$ cat src/rtl/audio_pkg.sv
// Shared definitions for the audio capture and playback paths.
package audio_pkg;

  localparam int PCM_W = 16;

  // Midscale in two's complement; loaded into the modulator when the FIFO runs dry.
  localparam logic [PCM_W-1:0] PCM_MIDSCALE = 16'h0000;

  // Flipping the sign bit maps signed PCM onto an unsigned 0..65535 density.
  localparam logic [PCM_W-1:0] OFFSET_XOR = 16'h8000;

  typedef enum logic [1:0] {
    IDLE  = 2'd0,
    PRIME = 2'd1,
    RUN   = 2'd2
  } pdm_tx_state_t;

  // Signed PCM to offset binary: -32768 -> 0, 0 -> 32768, 32767 -> 65535.
  function automatic logic [PCM_W-1:0] to_offset_binary(input logic [PCM_W-1:0] pcm);
    return pcm ^ OFFSET_XOR;
  endfunction

endpackage

$ cat src/rtl/sync_fifo.sv
// Single-clock FIFO with show-ahead read data, occupancy count and a
// synchronous flush. Shared between the capture and playback paths.
module sync_fifo #(
  parameter int WIDTH = 16,
  parameter int DEPTH = 4
) (
  input  logic                   clk,
  input  logic                   rst_n,
  input  logic                   i_flush,
  input  logic                   i_push,
  input  logic [WIDTH-1:0]       i_wdata,
  input  logic                   i_pop,
  output logic [WIDTH-1:0]       o_rdata,
  output logic                   o_full,
  output logic                   o_empty,
  output logic [$clog2(DEPTH):0] o_level
);

  localparam int AW = $clog2(DEPTH);

  logic [WIDTH-1:0] r_mem [DEPTH];
  logic [AW-1:0]    r_wr_ptr;
  logic [AW-1:0]    r_rd_ptr;
  logic [AW:0]      r_level;
  logic             w_wr_en;
  logic             w_rd_en;

  // Full and empty requests are ignored rather than corrupting the pointers.
  assign w_wr_en = i_push && !o_full;
  assign w_rd_en = i_pop  && !o_empty;

  // Sample storage.
  // NOTE: the array has no reset; r_level says which entries are live, so stale
  // contents are never observed and the storage can map onto plain RAM.
  always_ff @(posedge clk) begin
    if (w_wr_en) begin
      r_mem[r_wr_ptr] <= i_wdata;
    end
  end

  // Pointers and occupancy; DEPTH is a power of two so the pointers wrap naturally.
  // NOTE: every sequential assignment is non-blocking so all registers update
  // from the same pre-edge values regardless of statement order.
  always_ff @(posedge clk or negedge rst_n) begin
    if (!rst_n) begin
      r_wr_ptr <= '0;
      r_rd_ptr <= '0;
      r_level  <= '0;
    end else if (i_flush) begin
      r_wr_ptr <= '0;
      r_rd_ptr <= '0;
      r_level  <= '0;
    end else begin
      if (w_wr_en) begin
        r_wr_ptr <= r_wr_ptr + AW'(1);
      end
      if (w_rd_en) begin
        r_rd_ptr <= r_rd_ptr + AW'(1);
      end
      case ({w_wr_en, w_rd_en})
        2'b10:   r_level <= r_level + (AW+1)'(1);
        2'b01:   r_level <= r_level - (AW+1)'(1);
        default: r_level <= r_level;
      endcase
    end
  end

  assign o_rdata = r_mem[r_rd_ptr];
  assign o_full  = (r_level == (AW+1)'(DEPTH));
  assign o_empty = (r_level == '0);
  assign o_level = r_level;

endmodule

$ cat src/rtl/pdm_audio_tx.sv
// PCM-to-PDM playback path: a valid/ready sample stream feeds a small FIFO,
// and a first-order sigma-delta modulator turns each sample into a 1-bit
// density stream for the amplifier. aud_sd follows the RUN state so the
// amplifier is only powered while real modulation is running.
module pdm_audio_tx
  import audio_pkg::*;
#(
  parameter int CLK_DIV    = 32,
  parameter int OSR        = 64,
  parameter int FIFO_DEPTH = 4
) (
  input  logic                        sysclk,
  input  logic                        sysreset_n,
  input  logic                        enable,
  input  logic [PCM_W-1:0]            s_tdata,
  input  logic                        s_tvalid,
  output logic                        s_tready,
  output logic                        aud_pwm,
  output logic                        aud_sd,
  output logic                        underrun,
  output logic [$clog2(FIFO_DEPTH):0] fifo_level
);

  localparam int DIV_W = $clog2(CLK_DIV);
  localparam int OSR_W = $clog2(OSR);
  localparam logic [DIV_W-1:0] DIV_LAST = DIV_W'(CLK_DIV - 1);
  localparam logic [OSR_W-1:0] OSR_LAST = OSR_W'(OSR - 1);

  pdm_tx_state_t r_state;
  pdm_tx_state_t w_state_next;

  logic [DIV_W-1:0] r_div_cnt;
  logic [OSR_W-1:0] r_osr_cnt;
  logic [PCM_W-1:0] r_acc;
  logic [PCM_W-1:0] r_cur;
  logic             r_aud_pwm;
  logic             r_underrun;

  logic             w_accepting;
  logic             w_prime_load;
  logic             w_run;
  logic             w_tick;
  logic             w_fetch;
  logic             w_push;
  logic             w_pop;
  logic             w_flush;
  logic [PCM_W:0]   w_sum;

  logic [PCM_W-1:0]             w_fifo_rdata;
  logic                         w_fifo_full;
  logic                         w_fifo_empty;
  logic [$clog2(FIFO_DEPTH):0]  w_fifo_level;

  // State register.
  always_ff @(posedge sysclk or negedge sysreset_n) begin
    if (!sysreset_n) begin
      r_state <= IDLE;
    end else begin
      r_state <= w_state_next;
    end
  end

  // Next state: dropping enable always stops; PRIME waits for the first sample.
  // NOTE: the default assignment at the top keeps this block purely
  // combinational; without it an unassigned path would infer a latch.
  always_comb begin
    w_state_next = r_state;
    if (!enable) begin
      w_state_next = IDLE;
    end else begin
      case (r_state)
        IDLE:    w_state_next = PRIME;
        PRIME:   if (!w_fifo_empty) w_state_next = RUN;
        RUN:     w_state_next = RUN;
        default: w_state_next = IDLE;
      endcase
    end
  end

  // State-decoded outputs: stream acceptance, PRIME load strobe, amplifier enable.
  always_comb begin
    w_accepting  = 1'b0;
    w_prime_load = 1'b0;
    w_run        = 1'b0;
    case (r_state)
      PRIME: begin
        w_accepting  = 1'b1;
        w_prime_load = !w_fifo_empty;
      end
      RUN: begin
        w_accepting = 1'b1;
        w_run       = 1'b1;
      end
      default: ;
    endcase
  end

  // Readiness depends only on registered state, so a pop never opens the door
  // in the same cycle and there is no combinational path from the modulator.
  assign s_tready = w_accepting && !w_fifo_full;
  assign w_push   = s_tvalid && s_tready;
  assign w_flush  = !enable;

  assign w_tick  = w_run && (r_div_cnt == DIV_LAST);
  assign w_fetch = w_tick && (r_osr_cnt == OSR_LAST);
  assign w_pop   = enable && (w_prime_load || (w_fetch && !w_fifo_empty));

  // 17-bit sum: the low 16 bits become the new accumulator, the carry is the output bit.
  assign w_sum = {1'b0, r_acc} + {1'b0, to_offset_binary(r_cur)};

  // Bit-rate divider, oversampling counter, modulator and sample reload.
  always_ff @(posedge sysclk or negedge sysreset_n) begin
    if (!sysreset_n) begin
      r_div_cnt  <= '0;
      r_osr_cnt  <= '0;
      r_acc      <= '0;
      r_cur      <= PCM_MIDSCALE;
      r_aud_pwm  <= 1'b0;
      r_underrun <= 1'b0;
    end else if (w_flush) begin
      r_div_cnt  <= '0;
      r_osr_cnt  <= '0;
      r_acc      <= '0;
      r_cur      <= PCM_MIDSCALE;
      r_aud_pwm  <= 1'b0;
      r_underrun <= 1'b0;
    end else begin
      r_underrun <= 1'b0;
      if (w_prime_load) begin
        r_cur     <= w_fifo_rdata;
        r_div_cnt <= '0;
        r_osr_cnt <= '0;
      end else if (w_run) begin
        r_div_cnt <= w_tick ? '0 : r_div_cnt + DIV_W'(1);
        if (w_tick) begin
          {r_aud_pwm, r_acc} <= w_sum;
          r_osr_cnt          <= w_fetch ? '0 : r_osr_cnt + OSR_W'(1);
          // The reload lands after this tick's update, which still used the old sample.
          if (w_fetch) begin
            if (!w_fifo_empty) begin
              r_cur <= w_fifo_rdata;
            end else begin
              r_cur      <= PCM_MIDSCALE;
              r_underrun <= 1'b1;
            end
          end
        end
      end
    end
  end

  sync_fifo #(
    .WIDTH (PCM_W),
    .DEPTH (FIFO_DEPTH)
  ) u_fifo (
    .clk     (sysclk),
    .rst_n   (sysreset_n),
    .i_flush (w_flush),
    .i_push  (w_push),
    .i_wdata (s_tdata),
    .i_pop   (w_pop),
    .o_rdata (w_fifo_rdata),
    .o_full  (w_fifo_full),
    .o_empty (w_fifo_empty),
    .o_level (w_fifo_level)
  );

  assign aud_pwm    = r_aud_pwm;
  assign aud_sd     = w_run;
  assign underrun   = r_underrun;
  assign fifo_level = w_fifo_level;

endmodule

$ cat config.mk
export PLATFORM = sky130hd
export DESIGN_NAME = pdm_audio_tx
export DESIGN_NICKNAME = d
export VERILOG_FILES = /design/src/rtl/audio_pkg.sv /design/src/rtl/sync_fifo.sv /design/src/rtl/pdm_audio_tx.sv
export SDC_FILE = /design/constraint.sdc
export NUM_CORES = 1
export LEC_CHECK = 0
export BUFFER_PORTS_ARGS = -buffer_cell sky130_fd_sc_hd__buf_2
export CAP_MARGIN = 30
export CELL_PAD_IN_SITES_DETAIL_PLACEMENT = 0
export CELL_PAD_IN_SITES_GLOBAL_PLACEMENT = 1
export CORE_ASPECT_RATIO = 0.5
export CORE_MARGIN = 1.5
export CORE_UTILIZATION = 50
export DETAILED_ROUTE_END_ITERATION = 8
export GPL_TIMING_DRIVEN = 1
export PLACE_DENSITY_LB_ADDON = 0.1
export SLEW_MARGIN = 40
export SYNTH_ARGS = -nofsm -noshare
export SYNTH_HDL_FRONTEND = slang
export SYNTH_HIERARCHICAL = 1
export SYNTH_SLANG_ARGS = --single-unit
$ cat constraint.sdc
create_clock -name sysclk -period 3.73 [get_ports sysclk]
set_input_delay 0 -clock sysclk [delete_from_list [all_inputs] [get_ports sysclk]]
set_output_delay 0 -clock sysclk [all_outputs]
set_load 0.005 [all_outputs]
==> qor.yml <==
status:
  status: "finished clean"
floorplanning:
  die_w_um: 153
  core_area_um2: 10900
  io_pins: 27
  die_y_um: 77.9
  dieArea_um2: 11900
  placementRows: 27
  start_util_pct: 51.3
synthesis:
  avgSynthCellArea_um2: 12.7
  synth-seq-area-share_pct: 58.3
  yosys.area_share.adder_pct: 6.51
  synth-compound-area-share_pct: 11.2
  synthMuxAreaShare_pct: 6.78
  ys_top_cells_by_area: "edfxtp_1 (34%), dfrtp_1 (24%), mux4_2 (6.4%), ha_1 (5.8%), nand2_1 (4.3%)"
  synth_top_area_cell: "edfxtp_1"
  synth_top_family_by_area: "compound AO/OA/AOI/OAI gates"
  synth_seq_cells: 118
  synthXorXnorAreaFrac_pct: 3.43
  async_flop_share_pct: 45.8
  ys.flop_type: "edfxtp_1"
  synthSimpleGateAreaFrac_pct: 11.0
  yosysWarnings: 6
  syn_area_um2: 5610
  synth.distinct_cells: 59
  syn_inst: 443
  yosys.area.top_type_share_pct: 34.3
  synth_edf_count: 64
  syn_nets: 491
critical_path:
  slowest_stage: "fa_1"
  slowest_delay_ns: 0.45
  path_cells: "ha_1 > and3_1 > ha_1 > nand2_2 > nor2_1 > and3_1 > o21a_1 > o21ai_2 > a21oi_1 > fa_1 > a31oi_1 > nor3_1"
  critical_path_class: "reg -> reg"
  crit_buf_inv: 0
  cp.arrival_ns: 3.62
  crit_family: "adder cells"
  required_ns: 4.00
  start_kind: "register"
  worstPathMaxFanout: 10
  cp-end-kind: "register"
clock_network:
  post_cts_buffers: 0
  cts-root-buf: "clkbuf_16"
  cts.clk_slew.worst_paths_ns: 0.06
  clockBufferDepth: 2
  cts_resized: 0
  clkLatencyLatePin_ns: 0.41
  clock-sinks: 118
  cts_htree_levels: 4
  tritoncts: "done"
  numCtsBuffers: 17
layout:
  area_growth_pct: 18.0
  final_nets: 538
  final_area_um2: 6620
  drive_above_1_share_pct: 18.7
  n_antenna_cell: 0
  layout_common_cells: "nand2_1 (65), edfxtp_1 (64), dfrtp_1 (52)"
  final_cell_count_no_fill: 647
  final_common_cell: "nand2_1"
route:
  drt_iter0_markers: 133
  drcViolationCount: 0
  dr.pass1.iters: 4
  vias: 3550
  wl_per_cell_um: 17.2
  ant_nets: 0
  routed_via_density: 5.49
  wirelength_mm: 11.2
power_and_ir_drop:
  power_density_nw_per_um2: 573
  p_leak_nw: 2.59
  total_power_mw: 3.79
  ir_worst_vdd_uv: 384
grt:
  grt_pass1_vias: 3628
  overflow: 0
  antenna_found_initial: 0
  grt_pass1_wl_mm: 18.8
  grt_use_total_pct: 21.0
  grt_max_degree: 55
placed_design:
  port-buffer-count: 26
  routabilityCongestion: 0.844
  hpwlAfterDp_mm: 7.48
  dp_cells: 598
  placed_cell_area_um2: 5830
timing:
  slew_violations: 0
  period_needed_ns: 3.34
  hold_viol: 0
  slew_headroom_pct: 53.5
  period_share_pct: 89.6
  skew_ns: 0.0112
  clock.fmax_mhz: 299
  setup_tns_ns: 0
  worst_pin_slew_ns: 0.698
  setup_violations: 0
  rsz0062_at_grt: "false"
  holdWs_ns: 0.235
run:
  maxCapViolCount: 0
hold_path:
  min_path_type: "in -> reg"
kinds of logic after synthesis:
group	Yosys count
AO/OA/AOI/OAI	98
XOR/XNOR	22
adder cells (fa/ha/maj)	28
buffers and inverters	29
flip-flops	118
multiplexers	18
AND/OR/NAND/NOR	130
flip-flops by register name, indices dropped and copies added, names as in the netlist:
name             count
r_cur               16
r_state              2
r_osr_cnt            6
u_fifo/r_rd_ptr      2
r_div_cnt            5
aud_pwm              1
u_fifo/r_mem        64
underrun             1
u_fifo/o_level       3
r_acc               16
u_fifo/r_wr_ptr      2
metal layers:
layer / global-route usage, % / up-vias / share of wire [%]
li1: - / 1716 / -
met1: 29.2 / 1752 / 50
met2: 32.5 / 67 / 45
met3: 5.08 / 15 / 4.2
met4: 7.50 / 0 / 1.1
met5: 0 / - / 0
through the flow:
stage	utilization (%)	setup slack, ns
floorplan	-	0.967
global placement	53.2	0.730
detailed placement	53.3	0.448
CTS	60.4	0.415
global route	60.5	0.154
finish	60.5	0.388
final timing paths:
check                                          from                             end  slack (ns)  cells after the start
max reg2reg                r_div_cnt[0]$_DFFE_PN0P_   u_fifo/o_level[1]$_DFFE_PN0P_        0.39                     12
min in group asynchronous                sysreset_n           r_acc[14]$_DFFE_PN0P_        0.26                      3
min                                        s_tvalid   u_fifo/o_level[0]$_DFFE_PN0P_        0.24                      4
min reg2reg                    r_acc[4]$_DFFE_PN0P_            r_acc[4]$_DFFE_PN0P_        0.49                      2
max in group asynchronous                sysreset_n  u_fifo/r_rd_ptr[0]$_DFFE_PN0P_        2.96                      3
max                        r_div_cnt[0]$_DFFE_PN0P_   u_fifo/o_level[1]$_DFFE_PN0P_        0.39                     12
area by class of cell:
| cell class | count | area, um^2 |
|---|---|---|
| Clock buffer | 18 | 429 |
| Clock inverter | 13 | 175 |
| Fill cell | 876 | 4320 |
| Inverter | 11 | 41.3 |
| Multi-Input combinational cell | 296 | 2190 |
| Sequential cell | 118 | 3280 |
| Tap cell | 145 | 181 |
| Timing Repair Buffer | 46 | 325 |
power breakdown:
part / switching (mW) / internal (mW) / total (mW)
Combinational: 0.327 / 0.228 / 0.555
Sequential: 0.0739 / 1.51 / 1.58
Clock: 0.603 / 1.06 / 1.66
Total: 1.00 / 2.79 / 3.79
Yosys cell counts, types with 3 or more instances:
cell type	n
nand2_1	65
nor2b_1	3
o21ai_0	32
mux4_2	16
a31oi_1	6
buf_6	3
buf_4	5
and2_1	7
o21bai_1	3
nand3_1	9
o21a_1	3
edfxtp_1	64
inv_1	10
a21o_1	5
nand2b_1	5
nor3_1	4
o21ai_1	9
and3_1	4
xor2_1	12
clkbuf_1	4
a21oi_1	17
nor2_1	19
xnor2_1	10
dfrtp_1	54
ha_1	26
buf_2	6
worst register-to-register path, stage by stage, from the launching register on:
cell     delay, ns
dfrtp_1       0.39
ha_1          0.21
and3_1        0.17
ha_1          0.41
nand2_2       0.17
nor2_1        0.23
and3_1        0.35
o21a_1        0.31
o21ai_2       0.11
a21oi_1       0.18
fa_1          0.46
a31oi_1       0.15
nor3_1        0.07
repair_timing:
item                                   CTS  global route
endpoints found under the hold margin  119             0
hold buffers                            18             0
setup endpoints to repair                0             0
Note: power is estimated with default switching activity, not from simulation.
